$ cat config.mk
export PLATFORM = sky130hd
export DESIGN_NAME = ps2_command_sequencer
export DESIGN_NICKNAME = d
export VERILOG_FILES = /design/src/rtl/ps2_command_sequencer.sv
export SDC_FILE = /design/constraint.sdc
export NUM_CORES = 1
export LEC_CHECK = 0
export BUFFER_PORTS_ARGS = -buffer_cell sky130_fd_sc_hd__buf_2
export CAP_MARGIN = 20
export CORE_ASPECT_RATIO = 1.1
export CORE_MARGIN = 8
export CORE_UTILIZATION = 59
export DETAILED_ROUTE_END_ITERATION = 10
export HOLD_SLACK_MARGIN = 0.12
export PLACE_DENSITY = 0.86
export SETUP_SLACK_MARGIN = 0.3
export SYNTH_ARGS = -nofsm -noshare
export SYNTH_HDL_FRONTEND = slang
export SYNTH_SLANG_ARGS = --single-unit
export TNS_END_PERCENT = 20
$ cat constraint.sdc
create_clock -name clk -period 5.4 [get_ports clk]
set_input_delay 0.27 -clock clk [delete_from_list [all_inputs] [get_ports clk]]
set_output_delay 0.27 -clock clk [all_outputs]
set_load 0.05 [all_outputs]
$ cat src/rtl/ps2_command_sequencer.sv
// Host-to-keyboard command sequencer: arbitrates init/LED/rate requests, emits
// opcode (+argument) bytes to the PS/2 protocol layer, waits for acks, retries.
module ps2_command_sequencer #(
   parameter int TIMEOUT_CYCLES = 540000,
   parameter int MAX_RETRIES    = 3
) (
   input  logic       clk,
   input  logic       reset,
   input  logic       init_valid,
   output logic       init_ready,
   input  logic       led_valid,
   input  logic [2:0] led_bits,
   output logic       led_ready,
   input  logic       rate_valid,
   input  logic [7:0] rate_byte,
   output logic       rate_ready,
   output logic       command_valid,
   input  logic       command_ready,
   output logic [7:0] command_byte,
   input  logic       command_ack_valid,
   input  logic       command_ack_error,
   output logic       command_ack_ready,
   output logic       busy,
   output logic       done,
   output logic       fault
);

   localparam int TW = $clog2(TIMEOUT_CYCLES + 1);
   localparam int RW = $clog2(MAX_RETRIES + 2);
   localparam logic [TW-1:0] T_LAST = TW'(TIMEOUT_CYCLES - 1);
   localparam logic [RW-1:0] R_MAX  = RW'(MAX_RETRIES);

   typedef enum logic [2:0] {
      IDLE, SEND_OP, WAIT_OP, SEND_ARG, WAIT_ARG, FINISH
   } state_t;

   state_t          state, state_nxt;
   logic [7:0]      opcode_r, arg_r;
   logic            two_byte_r;
   logic [RW-1:0]   retry_cnt, retry_nxt;
   logic [TW-1:0]   timer, timer_nxt;
   logic            fault_nxt;
   logic            grant_init, grant_led, grant_rate;

   // Fixed priority init > led > rate; grants only from IDLE and never during reset.
   always_comb begin
      grant_init = (state == IDLE) && !reset && init_valid;
      grant_led  = (state == IDLE) && !reset && !init_valid && led_valid;
      grant_rate = (state == IDLE) && !reset && !init_valid && !led_valid && rate_valid;
   end

   assign init_ready = grant_init;
   assign led_ready  = grant_led;
   assign rate_ready = grant_rate;

   always_comb begin
      state_nxt         = state;
      retry_nxt         = retry_cnt;
      timer_nxt         = '0;
      fault_nxt         = fault;
      command_valid     = 1'b0;
      command_byte      = 8'h00;
      command_ack_ready = 1'b0;
      done              = 1'b0;
      busy              = (state != IDLE);
      case (state)
         IDLE: begin
            command_ack_ready = 1'b1;
            if (grant_init || grant_led || grant_rate) begin
               state_nxt = SEND_OP;
               retry_nxt = '0;
            end
            if (grant_init) fault_nxt = 1'b0;
         end
         SEND_OP: begin
            command_valid = 1'b1;
            command_byte  = opcode_r;
            if (command_ready) state_nxt = WAIT_OP;
         end
         SEND_ARG: begin
            command_valid = 1'b1;
            command_byte  = arg_r;
            if (command_ready) state_nxt = WAIT_ARG;
         end
         WAIT_OP, WAIT_ARG: begin
            command_ack_ready = 1'b1;
            timer_nxt = (&timer) ? timer : timer + TW'(1);
            // An ack in the timeout cycle takes precedence over the timeout.
            if (command_ack_valid && !command_ack_error) begin
               retry_nxt = '0;
               state_nxt = (state == WAIT_OP && two_byte_r) ? SEND_ARG : FINISH;
            end else if (command_ack_valid || timer == T_LAST) begin
               if (retry_cnt < R_MAX) begin
                  retry_nxt = retry_cnt + RW'(1);
                  state_nxt = (state == WAIT_OP) ? SEND_OP : SEND_ARG;
               end else begin
                  fault_nxt = 1'b1;
                  state_nxt = FINISH;
               end
            end
         end
         FINISH: begin
            done      = 1'b1;
            state_nxt = IDLE;
         end
         default: state_nxt = IDLE;
      endcase
   end

   always_ff @(posedge clk) begin
      if (reset) state <= IDLE;
      else       state <= state_nxt;
   end

   always_ff @(posedge clk) begin
      if (reset) begin
         retry_cnt <= '0;
         timer     <= '0;
         fault     <= 1'b0;
      end else begin
         retry_cnt <= retry_nxt;
         timer     <= timer_nxt;
         fault     <= fault_nxt;
      end
   end

   // Command bytes are captured on the grant edge; the argument's bit 7 is forced low for rate.
   always_ff @(posedge clk) begin
      if (grant_init) begin
         opcode_r   <= 8'hFF;
         arg_r      <= 8'h00;
         two_byte_r <= 1'b0;
      end else if (grant_led) begin
         opcode_r   <= 8'hED;
         arg_r      <= {5'b0, led_bits};
         two_byte_r <= 1'b1;
      end else if (grant_rate) begin
         opcode_r   <= 8'hF3;
         arg_r      <= {1'b0, rate_byte[6:0]};
         two_byte_r <= 1'b1;
      end
   end

endmodule
==> impl_metrics.toml, run 1 <==
[cts]
root_buffer = "clkbuf_4"
clk_pin_slew_ns = 0.11
insertion_delay_ns = 0.34
ctsResizeCount = 0
holdBufCountCts = 0
cts_buffers = 5
htree_levels = 2
cts_setup_buffers = 0
clockBufferDepth = 2
cts_tree = "yes"
cts_sinks = 37

[floorplan]
io_pins = 35
start_util_pct = 61.0
die-area_um2 = 5500
die_y_um = 77.0
design.core.area_um2 = 3280
placementRows = 22
die_w_um = 71.5

[sta]
fin_crit_ns = 2.51
worst_pin_slew_ns = 0.883
rsz0062_at_grt = "false"
slew_headroom_pct = 40.6
drv_slew = 0
hold_ws_ns = 0.156
fmax_mhz = 399
fin_skew_ns = 0.00483
setup_tns_ns = 0
finalCritPeriodShare_pct = 46.5
finalHoldViolations = 0
setup_viol_count_final = 0

[pwr]
ir_drop_v = 0.000188
leakage_nw = 0.895
p_per_area_nw_per_um2 = 423

[finish]
layout_common_cells = "dfxtp_1 (37), nor2_1 (35), buf_2 (33), nand2_1 (29), a21oi_1 (23)"
area_growth_pct = 10.1
multi_input_area_um2 = 1160
nets = 298
diodes = 0
utilization_pct = 67.1
nFillCells = 270
final_common_cell = "dfxtp_1"
layout-drive-gt1-share_pct = 18.4
register_area_um2 = 741

[setup_path]
reg2reg_slack_ns = 3.14
worstSetupEndpointType = "primary output"
crit_type = "reg -> out"
required_ns = 5.13
r2r_cells = 4
path_max_fanout = 21
startpoint_type = "flip-flop"
cp.arrival_ns = 2.24
crit_start = "state[1]"
endpoint = "rate_ready"
r2r_start = "state[1]"
reg2reg_to = "retry_cnt[0]"

[drt]
vias_per_cell = 5.81
routed_wl_um = 4320
ant_nets = 0
drt_iter0_markers = 138
drc = 0
wire_per_inst_um = 13.8
drtPass1Iterations = 4
vias = 1820

[min_path]
hold_class = "in -> reg"

[global_routing]
overflow = 0
grt_max_degree = 22
grt_usage_pct = 15.9
grt_pass1_wl_um = 7310
grt_pass1_vias = 1683
antenna_found_initial = 0

[logic_synthesis]
syn_nets = 270
mappedNetlistArea_um2 = 2000
synth_cells = 249
synth_cell_types = 52
ys.flop_type = "dfxtp_1"
yosys_warnings = 0
ys_seq_elements = 37
yosysTopAreaCellShare_pct = 37.1
async_reset_ff_share_pct = 0
synth_top_area_cell = "dfxtp_1"
ys_seq_area_share_pct = 37.1
synth_area_leaders = "dfxtp_1 (37%), nor2_1 (6.6%), a21oi_1 (5.8%)"
synth-edff-count = 0
syn_avg_cell_area_um2 = 8.02

[placement]
gp_congestion = 0.836
portBuffers = 33
dp_hpwl_um = 3090

[run_status]
status = "finished, final reports clean"

[job]
max-cap-violations = 0
==> synth_stat cells (3+ instances only) <==
cell type / instances
nor4_1: 5
nor2_1: 35
a31oi_1: 8
xnor2_1: 12
nand2b_1: 6
and4_1: 3
nor3_1: 13
inv_1: 9
nand2_1: 29
o22ai_1: 4
nand4_1: 6
dfxtp_1: 37
nand3_1: 4
clkbuf_1: 5
mux2i_1: 4
a21oi_1: 23
==> how the worst min path moves through the flow <==
stage	startpoint	end	slack [ns]	cells past startpoint
6_report	rate_byte[6]	arg_r[6]	0.16	3
5_1_grt	rate_byte[4]	arg_r[4]	0.15	3
4_1_cts	rate_byte[4]	arg_r[4]	0.15	3
3_5_place_dp	arg_r[3]	arg_r[3]	0.45	2
3_3_place_gp	opcode_r[2]	opcode_r[2]	0.44	1
2_1_floorplan	rate_byte[3]	arg_r[3]	0.41	2
==> per-layer routing <==
layer,GRT usage (%),vias up,routed length (um)
met1,18.1,838,1990
li1,-,938,-
met2,27.0,38,2030
met4,6.54,0,59
met5,0,-,0
met3,4.55,6,241
==> cells by family after synthesis <==
logic type	after synthesis	share of synthesized area [%]
and+or+nand+nor	121	32.5
xor gates and xnor gates	14	6.14
buffers and inverters	21	4.89
adders and majority gates	3	1.75
DFF	37	37.1
muxes	5	2.76
AOI/OAI and AO/OA	48	14.9
==> sequential cells by signal, summed over array words and instances (netlist names) <==
name and cells:
state 3, fault 1, opcode_r 2, two_byte_r 1
arg_r 7, timer 20, retry_cnt 3
==> worst max-delay path, stage by stage (launching register included) <==
cell     delay, ns
dfxtp_1       0.53
nor4_1        0.55
nand3_2       0.30
inv_1         0.22
buf_2         0.30
==> where the power goes <==
group / switching [mW] / internal (mW)
clock network: 0.0892 / 0.0615
logic: 0.292 / 0.125
registers: 0.0512 / 0.311
==> metrics by stage <==
step	std cells	total power, mW	worst slack [ns]	area [um2]
2_1_floorplan	249	0.706	3.44	2000
3_3_place_gp	306	0.779	3.22	2140
3_5_place_dp	306	0.786	3.18	2140
4_1_cts	313	0.932	2.88	2200
5_1_grt	313	0.988	2.70	2200
6_report	313	0.930	2.89	2200
==> cell type report <==
cell class              count  area share (%)
inverters                   9            1.54
clock buffers               7            2.50
repair buffers             33            7.51
well taps                  36            2.05
flip-flops and latches     37            33.7
multi-input cells         191            52.7
Power figures use the tool's default switching activity.
==> inputs of run 2 (changes only) <==
CORE_UTILIZATION = 50   (was 59)
PLACE_DENSITY = 0.78   (was 0.86)
clock period = 2.09 ns   (was 5.4 ns; I/O delays follow)
==> impl_metrics.toml, run 2 (synthesis results as in run 1) <==
[drt]
drc = 0
vias = 1971
vias_per_cell = 5.58
routed_wl_um = 4890
wire_per_inst_um = 13.9
ant_nets = 0
drtPass1Iterations = 4
drt_iter0_markers = 180

[run_status]
status = "finished, final reports clean"

[sta]
fmax_mhz = 522
setup_tns_ns = 0
setup_viol_count_final = 0
finalWorstSetupSlack_ns = 0.173
rsz0062_at_grt = "true"
hold_ws_ns = 0.110
finalHoldViolations = 0
drv_slew = 0
finalCritPeriodShare_pct = 91.7
fin_skew_ns = 0.0108
fin_crit_ns = 1.92
slew_headroom_pct = 63.7
worst_pin_slew_ns = 0.531

[setup_path]
cp.arrival_ns = 1.81
worstSetupEndpointType = "primary output"
reg2reg_to = "retry_cnt[0]"
slowest_stage = "dfxtp_1"
startpoint_type = "flip-flop"
reg2reg_slack_ns = 0.21
path_common_cell = "buf_4"
r2r_start = "timer[0]"
crit_family = "buffers and inverters"
path_buf_inv = 3
crit_type = "reg -> out"
critPathMaxStageDelay_ns = 0.53
required_ns = 1.99
path_cells = "buf_4 > nand2b_1 > buf_4 > a21oi_1 > buf_2"
r2r_cells = 6
path_max_fanout = 9
crit_start = "state[0]"

[min_path]
hold_class = "in -> reg"
whs_endpoint = "arg_r[0]"
whs_path_depth = 3
min_from = "led_bits[0]"

[placement]
portBuffers = 33
dp_hpwl_um = 3370
dpl.cell_count = 332
gp_congestion = 0.856
pre_cts_slack_ns = 0.130

[pwr]
leakage_nw = 1.05
ir_drop_v = 0.000603
p_per_area_nw_per_um2 = 1160

[floorplan]
placementRows = 24
die-area_um2 = 6270
start_util_pct = 51.2
io_pins = 35
die_y_um = 82.3
design.core.area_um2 = 3900
die_w_um = 76.3

[cts]
clockBufferDepth = 2
root_buffer = "clkbuf_8"
cts_tree = "yes"
cts_buffers = 5
htree_levels = 2
clk_pin_slew_ns = 0.08
cts_sinks = 37
insertion_delay_ns = 0.29

[finish]
nFillCells = 333
nets = 321
top_regs = "timer (20), arg_r (7)"
final_common_cell = "nor2_1"
largest_reg_flops = 20
diodes = 0
layout-drive-gt1-share_pct = 25.9
layout_common_cells = "nor2_1 (35), dfxtp_1 (33), buf_2 (30), nand2_1 (29), a21oi_1 (23)"
layout.cells.non_filler = 353
top_register = "timer"
area_growth_pct = 27.9

[global_routing]
antenna_found_initial = 0
grt_pass1_vias = 1787
overflow = 0
grt_pass1_wl_um = 8010
grt_max_degree = 13
grt_usage_pct = 15.3

[job]
max-cap-violations = 0
## run 2: changes by cell type in the layout (fill, tap and decap cells not counted), sizes merged
cell,change
dlygate4sd3,+7
bufinv,+2
clkinv,+1
buf,+14
## run 2: final cells by class
type                    count  area (um2)  area share [%]
inverters                   9        33.8            1.32
clock inverters             3        65.1            2.55
well taps                  52        65.1            2.55
clock buffers               5        68.8            2.69
multi-input cells         191        1200            47.2
repair buffers             56         367            14.3
flip-flops and latches     37         751            29.4
## run 2: what timing repair did
item,in CTS,in global routing
pin swaps,1,2
endpoints found under the setup margin,7,27
buffers inserted,1,5
hold buffers,7,0
endpoints found under the hold margin,6,0
gates resized for setup,5,12
## run 2: worst max path at each step
stage,slack [ns],cells past startpoint,end
6_report,0.17,5,command_byte[1]
3_5_place_dp,0.13,6,retry_cnt[0]
4_1_cts,0.13,6,retry_cnt[0]
3_3_place_gp,0.16,6,retry_cnt[0]
5_1_grt,0.08,5,command_byte[1]
2_1_floorplan,0.22,6,retry_cnt[0]
## run 2: report_power, final
part | total (mW) | switching [mW] | internal (mW) | leakage [nW]
combinational | 1.31 | 0.844 | 0.465 | 0.676
clock | 0.737 | 0.262 | 0.474 | 0.0681
sequential | 0.921 | 0.113 | 0.808 | 0.303
total | 2.97 | 1.22 | 1.75 | 1.05
## run 2: worst reg2reg max path: cells and delay by family (launching register included)
kind	cells	cell delay, ns
simple gates	3	0.55
compound gates	1	0.41
flops	1	0.38
fa+ha+maj	1	0.14
mux	1	0.31
## run 2: through the flow
| step | utilization [%] | area, um2 | total power [mW] |
|---|---|---|---|
| finish | 65.4 | 2550 | 2.97 |
| global route | 65.4 | 2550 | 3.14 |
| CTS | 63.3 | 2470 | 2.89 |
| detailed placement | 57.4 | 2240 | 2.11 |
| global placement | 57.4 | 2240 | 2.10 |
| floorplan | - | 2000 | 1.82 |
## run 2: layer usage
metal | vias up | routed length (um) | GRT usage, % | part of all wire [%]
li1 | 990 | - | - | -
met1 | 905 | 2030 | 17.4 | 42
met2 | 63 | 2480 | 26.3 | 51
met3 | 13 | 299 | 4.76 | 6.1
met4 | 0 | 86 | 7.12 | 1.8
met5 | - | 0 | 0 | 0
==> inputs of run 3 (changes only) <==
BUFFER_PORTS_ARGS = unset   (was -buffer_cell sky130_fd_sc_hd__buf_2)
CORE_UTILIZATION = 56   (was 50)
DONT_BUFFER_PORTS = 1   (was unset)
PLACE_DENSITY = 0.77   (was 0.78)
==> impl_metrics.toml, run 3 (synthesis results as in run 1) <==
[pwr]
leakage_nw = 0.984
finalPower_mw = 2.75
p_per_area_nw_per_um2 = 1100
ir_drop_v = 0.000523

[drt]
vias_per_cell = 6.01
drtPass1Iterations = 4
wire_per_inst_um = 16.7
drc = 0
routed_wl_um = 5700
ant_nets = 0
vias = 2048
drt_iter0_markers = 233

[sta]
finalCritPeriodShare_pct = 93.6
finalHoldViolations = 0
rsz0062_at_grt = "true"
worst_pin_slew_ns = 0.571
setup_viol_count_final = 0
setup_tns_ns = 0
fin_crit_ns = 1.96
drv_slew = 0
slew_headroom_pct = 61.7
fin_skew_ns = 0.0133
fmax_mhz = 511

[global_routing]
grt_pass1_vias = 1945
overflow = 0
grt_usage_pct = 18.9
antenna_found_initial = 0
grt_max_degree = 19
grt_pass1_wl_um = 8800

[job]
max-cap-violations = 0

[finish]
layout-drive-gt1-share_pct = 21.2
nets = 313
area_growth_pct = 25.7
largest_reg_flops = 20
layout_common_cells = "nor2_1 (35), dfxtp_1 (33), buf_4 (31), nand2_1 (29), a21oi_1 (23)"
diodes = 0
top_register = "timer"
final_common_cell = "nor2_1"
top_regs = "timer (20), arg_r (7)"

[setup_path]
required_ns = 2.35
startpoint_type = "flip-flop"
crit_type = "reg -> reg"
path_max_fanout = 4
cp.arrival_ns = 2.21
worstSetupEndpointType = "flip-flop"

[cts]
cts_tree = "yes"
htree_levels = 2
cts_buffers = 5
root_buffer = "clkbuf_4"
clk_pin_slew_ns = 0.12
cts_sinks = 37
clockBufferDepth = 2
insertion_delay_ns = 0.35

[floorplan]
die_w_um = 72.9
start_util_pct = 59.0
design.core.area_um2 = 3390
placementRows = 22
die-area_um2 = 5730
io_pins = 35
die_y_um = 78.6

[min_path]
hold_class = "in -> reg"

[placement]
gp_congestion = 0.846
dp_hpwl_um = 3350
portBuffers = 0

[run_status]
status = "finished, final reports clean"
[run 3: cell count changes in the layout (fill, tap and decap cells not counted), sizes merged]
cell | before | now
clkbuf | 7 | 5
bufinv | 2 | 0
dlygate4sd3 | 7 | 16
clkinvlp | 0 | 1
clkinv | 1 | 2
buf | 47 | 32
[run 3: where the power goes]
part | internal [mW] | switching [mW] | total [mW]
Clock | 0.127 | 0.250 | 0.376
Combinational | 0.532 | 0.931 | 1.46
Sequential | 0.807 | 0.104 | 0.911
[run 3: worst paths after layout]
path         startpoint      endpoint  slack (ns)  cells past startpoint
max            timer[1]  retry_cnt[0]        0.13                      6
min          init_valid   opcode_r[1]        0.15                      2
max reg2reg    timer[1]  retry_cnt[0]        0.13                      6
min reg2reg    arg_r[6]      arg_r[6]        0.46                      2
[run 3: timing repair]
item,CTS,global route
resized for setup,7,6
setup endpoints to repair,7,34
buffers inserted,6,3
pin swaps,2,5
endpoints found under the hold margin,18,0
hold buffers,16,0
[run 3: layer usage]
metal,GRT usage [%],vias to the layer above,share of wire (%)
li1,-,975,-
met1,21.2,964,40
met2,32.3,87,49
met3,5.08,22,7.4
met4,8.42,0,3.3
met5,0,-,0
[run 3: area by class of cell]
type / instances / area [um2]
clock buffers: 5 / 37.5
clock inverters: 3 / 17.5
fillers: 232 / 876
inverters: 9 / 33.8
multi-input cells: 191 / 1210
flip-flops and latches: 37 / 746
well taps: 48 / 60.1
repair buffers: 48 / 404
[run 3: through the flow]
step                      std cells  util, %  setup slack [ns]  cell area (um2)  hold WS (ns)
after detailed placement        308     64.0             0.142             2170         0.177
after global routing            341     74.1            0.0859             2510         0.171
after floorplan                 249        -             0.220             2000         0.240
final                           341     74.1             0.133             2510         0.147
after global placement          308     64.0             0.150             2170         0.177
after CTS                       338     72.8             0.240             2470         0.128
[run 3: worst max-delay path, stage by stage (launching register included)]
cell,delay [ns]
dfxtp_2,0.37
ha_4,0.14
and4_4,0.24
nand4_1,0.14
a211o_4,0.40
nor3_4,0.25
mux2_4,0.31
